`src/rtl/mac_accum_requant.sv`:
```
// Accumulates N signed MAC products, then rounds half-up, shifts and saturates
// the sum to WLQ bits behind a one-entry valid/ready output slot.
module mac_accum_requant #(
    parameter int WLIN  = 17,
    parameter int N     = 4,
    parameter int WLACC = 24,
    parameter int SHIFT = 6,
    parameter int WLQ   = 8
) (
    input  logic                   CLK,
    input  logic                   RST,
    input  logic                   in_valid,
    input  logic signed [WLIN-1:0] in_data,
    output logic                   in_ready,
    output logic                   out_valid,
    output logic signed [WLQ-1:0]  out_data,
    output logic                   out_sat,
    input  logic                   out_ready
);

    localparam int CW = (N > 1) ? $clog2(N) : 1;
    // Two guard bits: one for the final add, one so the rounding offset cannot overflow.
    localparam int WS = WLACC + 2;
    localparam logic signed [WS-1:0] HALF = WS'(1) <<< (SHIFT - 1);
    localparam logic signed [WS-1:0] QMAX = {{(WS-WLQ+1){1'b0}}, {(WLQ-1){1'b1}}};
    localparam logic signed [WS-1:0] QMIN = {{(WS-WLQ+1){1'b1}}, {(WLQ-1){1'b0}}};

    logic signed [WLACC-1:0] acc_q, acc_d;
    logic [CW-1:0]           cnt_q, cnt_d;
    logic                    valid_q, valid_d;
    logic signed [WLQ-1:0]   data_q, data_d;
    logic                    sat_q, sat_d;

    logic                    last;
    logic                    accept;
    logic signed [WS-1:0]    sum;
    logic signed [WS-1:0]    rnd;
    logic signed [WS-1:0]    r;
    logic                    clip;
    logic signed [WLQ-1:0]   q;

    assign last     = (cnt_q == CW'(N - 1));
    assign in_ready = !last || !valid_q || out_ready;
    assign accept   = in_valid && in_ready;

    assign out_valid = valid_q;
    assign out_data  = data_q;
    assign out_sat   = sat_q;

    always_comb begin
        sum  = WS'(acc_q) + WS'(in_data);
        rnd  = sum + HALF;
        r    = rnd >>> SHIFT;
        clip = (r > QMAX) || (r < QMIN);
        q    = clip ? {r[WS-1], {(WLQ-1){~r[WS-1]}}} : r[WLQ-1:0];
    end

    always_comb begin
        acc_d   = acc_q;
        cnt_d   = cnt_q;
        valid_d = valid_q;
        data_d  = data_q;
        sat_d   = sat_q;
        if (valid_q && out_ready) begin
            valid_d = 1'b0;
        end
        if (accept) begin
            if (last) begin
                acc_d   = '0;
                cnt_d   = '0;
                valid_d = 1'b1;
                data_d  = q;
                sat_d   = clip;
            end else begin
                acc_d = acc_q + WLACC'(in_data);
                cnt_d = cnt_q + 1'b1;
            end
        end
    end

    always_ff @(posedge CLK or posedge RST) begin
        if (RST) begin
            acc_q   <= '0;
            cnt_q   <= '0;
            valid_q <= 1'b0;
            data_q  <= '0;
            sat_q   <= 1'b0;
        end else begin
            acc_q   <= acc_d;
            cnt_q   <= cnt_d;
            valid_q <= valid_d;
            data_q  <= data_d;
            sat_q   <= sat_d;
        end
    end

endmodule
```
`config.mk`:
```
export PLATFORM = sky130hd
export DESIGN_NAME = mac_accum_requant
export DESIGN_NICKNAME = d
export VERILOG_FILES = /design/src/rtl/mac_accum_requant.sv
export SDC_FILE = /design/constraint.sdc
export NUM_CORES = 1
export LEC_CHECK = 0
export CAP_MARGIN = 25
export CORE_AREA = 3 3 121 65
export CTS_CLUSTER_DIAMETER = 40
export CTS_CLUSTER_SIZE = 28
export DETAILED_ROUTE_END_ITERATION = 7
export DIE_AREA = 0 0 124 68
export PLACE_DENSITY = 0.89
export SYNTH_ARGS = -nofsm -noshare
export SYNTH_HDL_FRONTEND = slang
export SYNTH_SLANG_ARGS = --single-unit
```
`constraint.sdc`:
```
create_clock -name CLK -period 4.36 [get_ports CLK]
set_input_delay 0.654 -clock CLK [delete_from_list [all_inputs] [get_ports CLK]]
set_output_delay 0.654 -clock CLK [all_outputs]
set_load 0.05 [all_outputs]
```
==> results.toml <==
[yosys]
ys_warn_count = 0
synth.yosys.seq_area_share_pct = 22.07
synth_top_area_share_pct = 22.07
syn_avg_cell_area_um2 = 9.052
async_reset_ff_share_pct = 100.0
synth_area_leader_cell = "dfrtp_1"
syn-num-nets = 543
synth_edf_count = 0
ys_types = 63
ys_seq_elements = 36
synthCells = 451
synth_area_um2 = 4083
ys.flop_type = "dfrtp_1"
yosys-top-cells-area = "dfrtp_1 22%, ha_1 15%, fa_1 10%"

[worst_setup_path]
crit_required_ns = 4.54
crit_family = "compound AO/OA/AOI/OAI gates"
crit_path_start_kind = "input pin"
crit_fanout = 7
cp_num_buf_inv = 2
critPathCaptureType = "flop"
crit_slowest_cell = "a2111oi_0"
crit_type = "input pin to flop"
critPathArrivalTime_ns = 4.54
crit_path_max_incr_delay_ns = 0.62
crit_chain = "clkdlybuf4s50_1 -> ha_2 -> inv_1 -> fa_1 -> nor2b_2 -> o211ai_2 -> a21oi_2 -> or4_4 -> a2111oi_0 -> nor3_2 -> nor3_2 -> a41oi_1 -> nor2_1 -> nand2_1 -> o22a_1"
cp_common_cell = "nor3_2"

[clock_network]
cts_buffer_depth = 2
clock_latency_ns = 0.29
cts-buffers-inserted = 5
clock-root-buffer = "clkbuf_16"
cts_max_level = 2
clk_pin_slew_worst_paths_ns = 0.06
clock_sinks = 36
cts_tree = "built"

[drt]
post_drt_wl_per_cell_um = 17.28
vias = 3893
drtPass1Iterations = 5
antenna_left = 0
routed_wirelength_mm = 10.95
viasPerCell = 6.140
drc_errors = 0
drtIter0Drc = 258

[floorplanning]
initial_core_util_pct = 60.70
fp.coreArea_um2 = 6726
std_cell_rows = 21
ios = 32
die_x_um = 124
die_area_um2 = 8432
fp.dieH_um = 68

[sta]
setup_viol = 4
worst_slew_pin_slew_ns = 0.6494
report.final.slew_viol_count = 0
max_freq_mhz = 229.0
post-route-min-period_ns = 4.367
fin_ws_ns = -0.007448
max-slew-margin-rel_pct = 55.59
skew_ns = 0.004449
min_period_over_period_pct = 100.2
setup_tns_ns = -0.01677
hold_viol = 0

[power_and_ir_drop]
power_density_nw_per_um2 = 851.4
total_power_mw = 4.462
leakage_nw = 2.424
max-vdd-ir-drop_mv = 0.3636

[placed_design]
portBuffers = 31
finalWeightedCongestion = 0.9269
dp_hpwl_mm = 8.268
place_ws_ns = -0.1571

[layout]
antennaDiodeCount = 0
area_growth_pct = 28.35
drive_gt1_share_pct = 20.85
fill_cells = 458
fin_nets = 633

[global_routing]
grt_pass1_wl_mm = 17.53
grt_pass1_vias = 3764
grt.overflow.total = 0
antenna_found_initial = 0
grt_usage_pct = 26.70
grt_start_max_net_pins = 37

[job]
drv_cap = 0

[min_path]
hp-class = "flop to flop"

[outcome]
violations = "negative setup slack"
status = "finished with violations"
==> state kept, by name, indices dropped and copies added, names as in the netlist <==
register,flops
out_sat,1
out_data,8
cnt_q,2
acc_q,24
out_valid,1
==> worst paths after layout <==
kind | start | end | slack (ns) | cells after the start
setup reg to reg | acc_q[9] | out_data[0] | 0.43 | 12
max in group asynchronous | RST | out_data[5] | 3.23 | 3
hold / removal | acc_q[0] | acc_q[0] | 0.47 | 2
hold reg to reg | acc_q[0] | acc_q[0] | 0.47 | 2
setup / recovery | in_data[1] | out_data[0] | -0.007 | 15
min in group asynchronous | RST | acc_q[4] | 0.77 | 3
==> routing by layer <==
metal	GRT usage, %	vias up	share of wire (%)
met4	7.367	0	2.4
met5	0	-	0
li1	-	1815	-
met3	5.945	32	5.9
met2	46.67	135	48
met1	33.83	1911	44
==> report_power, final <==
part	internal [mW]	total, mW	switching, mW	leakage, nW
clock network	0.301	0.449	0.148	0.0901
logic	1.54	3.39	1.85	1.90
registers	0.494	0.624	0.130	0.434
==> layout make-up <==
class                   instances  area, µm²  area share [%]
flip-flops and latches         36      900.9           17.19
multi-input cells             359       3095           59.07
clock buffers                   7      152.6           2.913
well taps                      92      115.1           2.197
clock inverters                 1      30.03          0.5731
inverters                      50      187.7           3.582
repair buffers                 89      758.2           14.47
==> layout by cell type (no fill, tap or decap), types with 6 or more instances in the layout <==
cell,instances
fa_1,19
buf_4,57
xnor2_1,17
o22a_1,7
nor2_1,20
nor3_2,6
ha_1,48
a31oi_1,11
clkdlybuf4s50_1,31
dfrtp_1,36
inv_1,50
a22o_1,21
nor2b_1,7
o21ai_0,13
xor2_1,13
a21oi_1,20
nor3_1,10
nand2_1,36
a211oi_1,6
==> cells by family (layout without fill, tap and decap cells) <==
group | after synthesis | count (layout) | share of synthesized area [%]
AND/OR/NAND/NOR | 123 | 123 | 15.81
AO/OA/AOI/OAI | 132 | 132 | 24.12
flip-flops | 36 | 36 | 22.07
adder cells (fa/ha/maj) | 71 | 71 | 25.62
multiplexers | 3 | 3 | 0.7968
buffers and inverters | 56 | 147 | 5.149
XOR/XNOR | 30 | 30 | 6.436
==> metrics by stage <==
stage,area (µm²),instances,util (%),hold WS [ns]
6_report,5240,634,77.90,0.4722
5_1_grt,5240,634,77.90,0.5194
4_1_cts,5074,630,75.43,0.4796
3_5_place_dp,4891,622,72.71,0.4671
3_3_place_gp,4891,622,72.71,0.4530
2_1_floorplan,4083,451,-,0.4428
==> worst reg2reg max path: cells and delay by family (launching register included) <==
kind / cells / cell delay, ns
simple gates: 6 / 1.42
compound gates: 4 / 1.23
fa+ha+maj: 2 / 0.76
flops: 1 / 0.40
==> synthesized netlist by cell type (all sizes together), types with 3 or more instances <==
library cell / count
xnor2: 17
a211oi: 6
o21ai: 17
a21oi: 26
nor2: 21
nand2b: 5
nor3: 17
a31oi: 13
o31ai: 3
ha: 50
or4: 3
o211ai: 6
a2111oi: 3
xor2: 13
nor3b: 6
nor2b: 8
o21a: 3
fa: 21
nand3: 5
a22o: 21
or3: 5
clkbuf: 6
dfrtp: 36
inv: 50
nand2: 37
o22a: 7
o22ai: 4
and2: 3
o21bai: 6
or2: 3
==> timing repair <==
item / in CTS / in global routing
setup endpoints to repair: 0 / 7
setup buffers: 0 / 4
hold buffers: 0 / 0
gates resized for setup: 0 / 33
endpoints found under the hold margin: 0 / 0
Note: power is estimated with default switching activity, not from simulation.
